## config.mk

```make
export PLATFORM = sky130hd
export DESIGN_NAME = addsub_pipe
export DESIGN_NICKNAME = d
export VERILOG_FILES = /design/src/rtl/addsub_pkg.sv /design/src/rtl/addsub_slice.sv /design/src/rtl/addsub_pipe.sv
export SDC_FILE = /design/constraint.sdc
export NUM_CORES = 1
export LEC_CHECK = 0
export ABC_AREA = 1
export BUFFER_PORTS_ARGS = -buffer_cell sky130_fd_sc_hd__buf_2
export CAP_MARGIN = 20
export CORE_UTILIZATION = 58
export CTS_CLUSTER_SIZE = 25
export DETAILED_ROUTE_END_ITERATION = 6
export PLACE_DENSITY = 0.86
export SKIP_CTS_REPAIR_TIMING = 1
export SKIP_LAST_GASP = 1
export SLEW_MARGIN = 20
export SYNTH_ARGS = -nofsm -noshare
export SYNTH_HDL_FRONTEND = slang
export SYNTH_SLANG_ARGS = --single-unit
```

## constraint.sdc

```tcl
create_clock -name m_clock -period 2.6 [get_ports m_clock]
set_input_delay 0.26 -clock m_clock [delete_from_list [all_inputs] [get_ports m_clock]]
set_output_delay 0.26 -clock m_clock [all_outputs]
set_load 0.02 [all_outputs]
```

## src/rtl/addsub_pkg.sv

```systemverilog
// Shared encodings and helpers for the pipelined adder/subtractor.
package addsub_pkg;

   typedef enum logic [1:0] {
      OP_ADD = 2'b00,
      OP_ADC = 2'b01,
      OP_SUB = 2'b10,
      OP_SBB = 2'b11
   } op_t;

   typedef struct packed {
      logic n;
      logic z;
      logic c;
      logic v;
   } flags_t;

   // Carry into bit 0: subtraction is a + ~b + 1, and SBB uses the inverted borrow.
   function automatic logic carry_in0(input op_t op, input logic cin);
      case (op)
         OP_ADD:  return 1'b0;
         OP_ADC:  return cin;
         OP_SUB:  return 1'b1;
         default: return ~cin;
      endcase
   endfunction

   function automatic logic signed_ov(input logic a_msb, input logic b_msb, input logic s_msb);
      return (a_msb == b_msb) && (s_msb != a_msb);
   endfunction

endpackage

```

## src/rtl/addsub_slice.sv

```systemverilog
// One CHUNK-bit combinational adder slice with carry-out and slice-zero detect.
module addsub_slice #(
   parameter int CHUNK = 8
) (
   input  logic [CHUNK-1:0] a_i,
   input  logic [CHUNK-1:0] b_i,
   input  logic             ci_i,
   output logic [CHUNK-1:0] s_o,
   output logic             co_o,
   output logic             z_o
);

   logic [CHUNK:0] sum;

   assign sum  = {1'b0, a_i} + {1'b0, b_i} + {{CHUNK{1'b0}}, ci_i};
   assign s_o  = sum[CHUNK-1:0];
   assign co_o = sum[CHUNK];
   assign z_o  = ~|sum[CHUNK-1:0];

endmodule

```

## src/rtl/addsub_pipe.sv

```systemverilog
// Pipelined WIDTH-bit adder/subtractor, one CHUNK-bit slice per stage, with a
// single global advance so the whole pipe stalls together under backpressure.
module addsub_pipe
   import addsub_pkg::*;
#(
   parameter int WIDTH = 32,
   parameter int CHUNK = 8
) (
   input  logic             m_clock,
   input  logic             p_reset,
   input  logic             in_valid,
   output logic             in_ready,
   input  logic [1:0]       op,
   input  logic [WIDTH-1:0] a,
   input  logic [WIDTH-1:0] b,
   input  logic             cin,
   output logic             out_valid,
   input  logic             out_ready,
   output logic [WIDTH-1:0] out,
   output logic             cout,
   output logic             ov,
   output logic             zero,
   output logic             neg
);

   localparam int STAGES = WIDTH / CHUNK;

   logic             adv;
   logic [WIDTH-1:0] b_eff;
   logic             c0;
   logic             ov_q;
   flags_t           flags;

   assign adv      = ~out_valid | out_ready;
   assign in_ready = adv;
   assign b_eff    = op[1] ? ~b : b;
   assign c0       = carry_in0(op_t'(op), cin);

   for (genvar k = 0; k < STAGES; k++) begin : g_stage
      localparam int REM = WIDTH - (k + 1) * CHUNK;

      logic [WIDTH-1:0] a_in, a_d, a_q;
      logic [CHUNK-1:0] b_sl, s_w;
      logic             c_in, z_in, v_in, co_w, z_w;
      logic             c_q, z_q, vld_q;

      if (k == 0) begin : g_head
         assign a_in = a;
         assign b_sl = b_eff[CHUNK-1:0];
         assign c_in = c0;
         assign z_in = 1'b1;
         assign v_in = in_valid;
      end else begin : g_body
         assign a_in = g_stage[k-1].a_q;
         assign b_sl = g_stage[k-1].g_rem.b_q[CHUNK-1:0];
         assign c_in = g_stage[k-1].c_q;
         assign z_in = g_stage[k-1].z_q;
         assign v_in = g_stage[k-1].vld_q;
      end

      // The a word carries finished low slices and still-untouched high slices of a.
      addsub_slice #(.CHUNK(CHUNK)) u_slice (
         .a_i  (a_in[k*CHUNK +: CHUNK]),
         .b_i  (b_sl),
         .ci_i (c_in),
         .s_o  (s_w),
         .co_o (co_w),
         .z_o  (z_w)
      );

      always_comb begin
         a_d                   = a_in;
         a_d[k*CHUNK +: CHUNK] = s_w;
      end

      always_ff @(posedge m_clock or negedge p_reset) begin
         if (!p_reset) begin
            vld_q <= 1'b0;
            a_q   <= '0;
            c_q   <= 1'b0;
            z_q   <= 1'b0;
         end else if (adv) begin
            vld_q <= v_in;
            a_q   <= a_d;
            c_q   <= co_w;
            z_q   <= z_in & z_w;
         end
      end

      // Only the b' slices not yet consumed travel on; the register narrows each stage.
      if (REM > 0) begin : g_rem
         logic [REM-1:0] b_d, b_q;

         if (k == 0) begin : g_src
            assign b_d = b_eff[WIDTH-1:CHUNK];
         end else begin : g_src
            assign b_d = g_stage[k-1].g_rem.b_q[REM+CHUNK-1:CHUNK];
         end

         always_ff @(posedge m_clock or negedge p_reset) begin
            if (!p_reset)  b_q <= '0;
            else if (adv)  b_q <= b_d;
         end
      end
   end

   always_ff @(posedge m_clock or negedge p_reset) begin
      if (!p_reset) begin
         ov_q <= 1'b0;
      end else if (adv) begin
         ov_q <= signed_ov(g_stage[STAGES-1].a_in[WIDTH-1],
                           g_stage[STAGES-1].b_sl[CHUNK-1],
                           g_stage[STAGES-1].s_w[CHUNK-1]);
      end
   end

   assign flags.n = g_stage[STAGES-1].a_q[WIDTH-1];
   assign flags.z = g_stage[STAGES-1].z_q;
   assign flags.c = g_stage[STAGES-1].c_q;
   assign flags.v = ov_q;

   assign out_valid = g_stage[STAGES-1].vld_q;
   assign out       = g_stage[STAGES-1].a_q;
   assign cout      = flags.c;
   assign ov        = flags.v;
   assign zero      = flags.z;
   assign neg       = flags.n;

endmodule

```

# ---- Word level (Yosys, flattened, before mapping)
# Index checks and enable logic that the tools add are counted.
dict set report word_totals {
  in_bits 71
  output_inout_bits 38
  word_cells 51
  reg_bits 189
}
dict set report classes {
  n_eq_ne 4
  n_addsub 8
  n_reduce_logical 10
  muxes 2
  bitwise 7
}
# cell count
set op_table {}
lappend op_table {{8-bit by 8-bit adder with 9-bit output} 4}
lappend op_table {{9-bit by 1-bit adder with 9-bit output} 4}
lappend op_table {{32-bit two-way mux} 1}
lappend op_table {{32-bit NOT} 1}
lappend op_table {{8-bit OR reduction} 4}
lappend op_table {{1-bit logical NOT} 4}
lappend op_table {{1-bit AND} 3}
lappend op_table {{1-bit one-hot mux with 3 select lines} 1}
lappend op_table {{2-bit by 1-bit equality test with 1-bit output (second input constant)} 1}
lappend op_table {{2-bit equality test (second input constant)} 1}
lappend op_table {{2-bit logical NOT} 1}
lappend op_table {{1-bit NOT} 2}
lappend op_table {{1-bit equality test} 1}
lappend op_table {{1-bit logical AND} 1}
lappend op_table {{1-bit inequality test} 1}
lappend op_table {{1-bit OR} 1}

# ---- Longest topological paths before layout
dict set report logic_depth {
  depth_word 6
  mapped_depth 14
  mapped_depth_nobuf 12
}

# ---- By module
# From an unflattened synthesis, not the netlist that was laid out.
dict set report unflattened {
  hier_cells 1170
  area_unflattened_um2 9326.4
}
# module cells_per_inst seq_area_each_um2 instances area_each_um2
set by_module_without_submodules {}
lappend by_module_without_submodules {addsub_pipe 827 4729.5 1 7453.4}
lappend by_module_without_submodules {{addsub_slice at g_stage[1].u_slice ...} 86 0.0 2 461.7}
lappend by_module_without_submodules {{addsub_slice at g_stage[0].u_slice} 86 0.0 1 495.5}
lappend by_module_without_submodules {{addsub_slice at g_stage[3].u_slice} 85 0.0 1 454.2}

# ---- Worst setup path after synthesis
# No wires, ideal clock.
dict set report synth_path {
  kind {input to register}
  start {input port op[1]}
  end {register g_stage[0].z_q}
  t_required_ps 2522
  setup_time_ps 78
  setup_slack_ps 454
  stages 12
  path_buffers 2
  arrival_time_ps 2069
  path_cell_list {buf_2 buf_4 xnor2_1 fa_1 fa_1 inv_1 nand2_1 nand2_1 nand4_1 nor2_1 nand3_1 o21bai_1}
}
dict set report synth_via {
  elab_chain_cells 5
  word_cells_on_any_way 9
  cone_classes {add/sub: 2; eq/ne: 2; mux: 2; reduce/logical: 3}
}
# item line_no
set synth_lines {}
lappend synth_lines {{start: declaration} addsub_pipe.sv:13} ;# input logic [1:0] op,
lappend synth_lines {{32-bit two-way mux, or another cell as far along} addsub_pipe.sv:36} ;# assign b_eff = op[1] ? ~b : b;
lappend synth_lines {{8-bit by 8-bit adder with 9-bit output or 1-bit one-hot mux with 3 select lines (tied branches)} {addsub_slice.sv:15, addsub_pkg.sv:20}}
lappend synth_lines {{9-bit by 1-bit adder with 9-bit output (*)} addsub_slice.sv:15} ;# assign sum = {1'b0, a_i} + {1'b0, b_i} + {{CHUNK{1'b0}}, ci_i};
lappend synth_lines {{8-bit OR reduction (*)} addsub_slice.sv:18} ;# assign z_o = ~|sum[CHUNK-1:0];
lappend synth_lines {{1-bit logical NOT (*)} addsub_slice.sv:18}
lappend synth_lines {{end signal: assignment} addsub_pipe.sv:86} ;# z_q <= z_in & z_w;
lappend synth_lines {{end: declaration} addsub_pipe.sv:45} ;# logic c_q, z_q, vld_q;
# Mark *: on every way between the ends. The rest lies on a longest branch, timed or not.
# A chain may end at the register's enable or synchronous reset.

# ---- Worst setup path after layout
dict set report layout_path {
  start {register g_stage[0].a_q[8]}
  end {register g_stage[1].z_q}
}
dict set report layout_via {
  elab_chain_cells 5
}
# item line_no
set layout_lines {}
lappend layout_lines {{start: declaration} addsub_pipe.sv:42} ;# logic [WIDTH-1:0] a_in, a_d, a_q;
lappend layout_lines {{start signal: assignment} addsub_pipe.sv:79} ;# a_q <= '0;
lappend layout_lines {{start signal: assignment} addsub_pipe.sv:84} ;# a_q <= a_d;
lappend layout_lines {{8-bit by 8-bit adder with 9-bit output} addsub_slice.sv:15}
lappend layout_lines {{9-bit by 1-bit adder with 9-bit output} addsub_slice.sv:15}
lappend layout_lines {{8-bit OR reduction} addsub_slice.sv:18}
lappend layout_lines {{1-bit logical NOT} addsub_slice.sv:18}
lappend layout_lines {{1-bit AND} addsub_pipe.sv:86}
lappend layout_lines {{end signal: assignment} addsub_pipe.sv:86}
lappend layout_lines {{end: declaration} addsub_pipe.sv:45}
# Every way passes these cells.

==> impl_metrics.py <==
metrics = {
    "clocking": {
        "clkSlewWorstSetupHoldPaths_ps": 70,
        "clock_tree.buffer_depth": 2,
        "clockRootBuffer": "sky130_fd_sc_hd__clkbuf_16",
        "cts_buffers": 17,
        "clkLatencyLatePin_ps": 430,
        "cts_tree": "done",
        "clock_tree.htree_level_count": 4,
        "cts_num_sinks": 189,
    },
    "worst_setup_path": {
        "worstSetupEndpointType": "register",
        "timing.critical_path.slowest_cell_delay_ps": 480,
        "regToRegStartpoint": "g_stage[0].a_q[8]",
        "critical_path_arrival_ps": 2430,
        "timing.reg2reg.setup_slack_ps": 530,
        "cp_max_fo": 3,
        "worstSetupStartpoint": "g_stage[0].a_q[8]",
        "path_common_cell": "sky130_fd_sc_hd__fa_1",
        "critical_path.reg2reg.endpoint": "g_stage[1].z_q",
        "crit_slowest_cell": "sky130_fd_sc_hd__fa_1",
        "cp_cell_sequence": "fa_1, fa_1, xnor2_1, nand4_1, nor2_1, nand3_1, nand2_1",
        "worstSetupPathType": "register to register",
        "worstPathRequired_ps": 2970,
        "ff2ff_path_depth": 7,
        "setup.worst_path.start_class": "register",
    },
    "status": {
        "outcome": "completed",
    },
    "logic_synthesis": {
        "netlist_instances": 1071,
        "synth.yosys.warnings": 0,
        "synth.ff_latch_count": 189,
        "synth.cell_area_um2": 8950,
        "syn_avg_cell_area_um2": 8.35,
        "syn-num-nets": 1178,
        "yosysUniqueCellTypes": 28,
        "ys_seq_area_frac": 0.529,
    },
    "detailed_routing": {
        "final_antenna_net_count": 0,
        "routed_wl_mm": 18.2,
        "dr.pass1.iters": 5,
        "detailroute.via_count": 7123,
        "remaining_drc_errors": 0,
        "route.detailed.wl_per_inst_um": 13.3,
        "viasPerCell": 5.20,
        "drt_iter0_drc": 494,
    },
    "min_path": {
        "hold_depth": 3,
        "hold_ep": "g_stage[0].a_q[12]",
        "beginning_of_the_worst_hold_path": "a[12]",
        "hold_path.class": "input port to register",
    },
    "power_and_ir_drop": {
        "vdd_drop_max_mv": 0.633,
        "power_per_cell_area_nw_per_um2": 1240,
        "leakagePower_nw": 5.49,
        "post_route_total_power_mw": 12.8,
    },
    "timing": {
        "setup-tns-final_ps": 0,
        "finClkSkew_ps": 5.72,
        "finalSetupViolations": 0,
        "post-route-period-util": 0.795,
        "unrepaired_setup_endpoints_after_global_routing": "false",
        "max-slew-margin-rel": 0.628,
        "period_minus_slack_ps": 2070,
        "maxSlewViolCount": 0,
        "tightestPinTransition_ps": 558,
        "finalHoldViolCount": 0,
        "max_clock_freq_ghz": 0.484,
    },
    "placed_design": {
        "gp_congestion": 0.885,
        "place.detailed.instances": 1337,
        "port-buffer-count": 108,
        "dp_hpwl_mm": 12.6,
    },
    "global_routing": {
        "grt.total_usage": 0.246,
        "first_global_vias": 6736,
        "antenna_found_initial": 1,
        "grt_max_degree": 78,
        "grt_pass1_wl_mm": 31.3,
        "global_route.overflow_total": 0,
    },
    "die": {
        "pin_count": 109,
        "coreArea_um2": 15100,
        "floorplan.die_area_um2": 15900,
        "num_rows": 45,
        "dieWidth_um": 126,
        "initial_utilization": 0.591,
        "die_height_um": 126,
    },
    "cells_and_area": {
        "stdcell_count": 1371,
        "area_growth_pct": 14.7,
        "nets": 1276,
        "layout_cells_sized_above_1": 0.136,
    },
    "flow_run": {
        "cap_viol_max_count": 0,
    },
}
[through the flow]
stage	util	hold slack, ps	setup slack, ps	cell area, µm²
final	0.678	28.6	534	10300
after detailed placement	0.637	287	460	9640
after global placement	0.637	286	510	9640
after CTS	0.677	-169	547	10200
after floorplan	-	-35.6	454	8950
after global routing	0.678	32.8	401	10300
[cells in the mapped netlist]
| library cell | count | area [µm²] |
|---|---|---|
| sky130_fd_sc_hd__a21o_1 | 2 | 15.0 |
| sky130_fd_sc_hd__a21oi_1 | 12 | 60.1 |
| sky130_fd_sc_hd__a21oi_2 | 1 | 8.76 |
| sky130_fd_sc_hd__a31oi_1 | 7 | 43.8 |
| sky130_fd_sc_hd__buf_2 | 30 | 150 |
| sky130_fd_sc_hd__buf_4 | 7 | 52.6 |
| sky130_fd_sc_hd__buf_6 | 3 | 33.8 |
| sky130_fd_sc_hd__clkbuf_1 | 7 | 26.3 |
| sky130_fd_sc_hd__dfrtp_1 | 189 | 4730 |
| sky130_fd_sc_hd__fa_1 | 8 | 160 |
| sky130_fd_sc_hd__ha_1 | 28 | 350 |
| sky130_fd_sc_hd__inv_1 | 74 | 278 |
| sky130_fd_sc_hd__inv_2 | 2 | 7.51 |
| sky130_fd_sc_hd__nand2_1 | 490 | 1840 |
| sky130_fd_sc_hd__nand2_2 | 2 | 12.5 |
| sky130_fd_sc_hd__nand3_1 | 35 | 175 |
| sky130_fd_sc_hd__nand3b_1 | 4 | 30.0 |
| sky130_fd_sc_hd__nand4_1 | 13 | 81.3 |
| sky130_fd_sc_hd__nor2_1 | 35 | 131 |
| sky130_fd_sc_hd__nor3_1 | 1 | 5.00 |
| sky130_fd_sc_hd__nor3b_1 | 2 | 15.0 |
| sky130_fd_sc_hd__o21a_1 | 3 | 22.5 |
| sky130_fd_sc_hd__o21ai_0 | 74 | 370 |
| sky130_fd_sc_hd__o21ai_1 | 4 | 20.0 |
| sky130_fd_sc_hd__o21bai_1 | 1 | 7.51 |
| sky130_fd_sc_hd__or2_1 | 1 | 6.26 |
| sky130_fd_sc_hd__xnor2_1 | 28 | 245 |
| sky130_fd_sc_hd__xor2_1 | 8 | 70.1 |
[cells in the final DEF, fill, tap and decap left out]
| master | instances |
|---|---|
| sky130_fd_sc_hd__clkbuf_8 | 2 |
| sky130_fd_sc_hd__or2_1 | 1 |
| sky130_fd_sc_hd__xnor2_1 | 28 |
| sky130_fd_sc_hd__buf_4 | 14 |
| sky130_fd_sc_hd__clkinv_4 | 1 |
| sky130_fd_sc_hd__ha_1 | 28 |
| sky130_fd_sc_hd__a21o_1 | 2 |
| sky130_fd_sc_hd__nor3b_1 | 2 |
| sky130_fd_sc_hd__diode_2 | 1 |
| sky130_fd_sc_hd__nand2_2 | 1 |
| sky130_fd_sc_hd__dlygate4sd3_1 | 1 |
| sky130_fd_sc_hd__o21bai_1 | 1 |
| sky130_fd_sc_hd__nand2_4 | 1 |
| sky130_fd_sc_hd__nand2_1 | 490 |
| sky130_fd_sc_hd__dfrtp_1 | 189 |
| sky130_fd_sc_hd__nor3_1 | 1 |
| sky130_fd_sc_hd__nand4_1 | 13 |
| sky130_fd_sc_hd__buf_2 | 107 |
| sky130_fd_sc_hd__inv_1 | 74 |
| sky130_fd_sc_hd__nor2_1 | 35 |
| sky130_fd_sc_hd__inv_6 | 3 |
| sky130_fd_sc_hd__a31oi_1 | 7 |
| sky130_fd_sc_hd__clkbuf_16 | 17 |
| sky130_fd_sc_hd__inv_2 | 1 |
| sky130_fd_sc_hd__clkbuf_1 | 1 |
| sky130_fd_sc_hd__clkinvlp_4 | 2 |
| sky130_fd_sc_hd__nand3_1 | 35 |
| sky130_fd_sc_hd__o21a_1 | 3 |
| sky130_fd_sc_hd__nand3b_1 | 4 |
| sky130_fd_sc_hd__buf_12 | 3 |
| sky130_fd_sc_hd__fa_1 | 8 |
| sky130_fd_sc_hd__a21oi_1 | 12 |
| sky130_fd_sc_hd__bufinv_16 | 3 |
| sky130_fd_sc_hd__inv_8 | 1 |
| sky130_fd_sc_hd__clkinv_2 | 4 |
| sky130_fd_sc_hd__o21ai_1 | 4 |
| sky130_fd_sc_hd__xor2_1 | 8 |
| sky130_fd_sc_hd__a21oi_2 | 1 |
| sky130_fd_sc_hd__o21ai_0 | 74 |
[cell families (layout without fill, tap and decap cells)]
family / after synthesis / count (layout) / share of synthesized area
compound gates: 104 / 104 / 0.0613
flops: 189 / 189 / 0.529
xor+xnor: 36 / 36 / 0.0352
other cells: 0 / 1 / 0
fa+ha+maj: 36 / 36 / 0.0571
buf+inv: 123 / 234 / 0.0613
simple gates: 583 / 583 / 0.257
[critical path: cells and delay by family, from the launching register on]
kind	cells	cell delay, ps
simple gates	4	400
xor+xnor	1	310
flops	1	400
fa+ha+maj	2	920
[per-layer routing]
| metal | global-route usage | routed length [µm] |
|---|---|---|
| met5 | 0 | 0 |
| met4 | 0.0865 | 359 |
| met3 | 0.0399 | 816 |
| met2 | 0.395 | 8630 |
| met1 | 0.341 | 8380 |
[final cells by class]
cell class,count,area [µm²]
multi-input combinational,759,3670
inverter,76,290
fill,1176,4880
timing repair buffer,126,724
clock inverter,13,163
antenna,1,2.50
clock buffer,19,443
sequential,189,4730
tap,188,235
[worst max path at each step]
stage | endpoint | slack, ps | depth (start not counted)
CTS | zero | 550 | 8
floorplan | g_stage[0].z_q | 450 | 12
global route | g_stage[1].z_q | 400 | 7
detailed placement | g_stage[0].z_q | 460 | 11
finish | g_stage[1].z_q | 530 | 7
global placement | g_stage[0].z_q | 510 | 11
[sequential cells by signal, indices dropped and copies added, names as in the netlist]
register,flops
cout,1
g_stage.a_q,96
g_stage.c_q,3
g_stage.g_rem.b_q,48
g_stage.vld_q,3
g_stage.z_q,3
out,32
out_valid,1
ov,1
zero,1
[power by group]
group          switching (mW)  total (mW)  leakage (nW)  internal, mW
sequential              0.770        5.00          2.29          4.23
combinational            3.27        5.10          2.91          1.83
clock                    1.12        2.66         0.295          1.55
total                    5.16        12.8          5.49          7.61
Note: power is estimated with default switching activity, not from simulation.
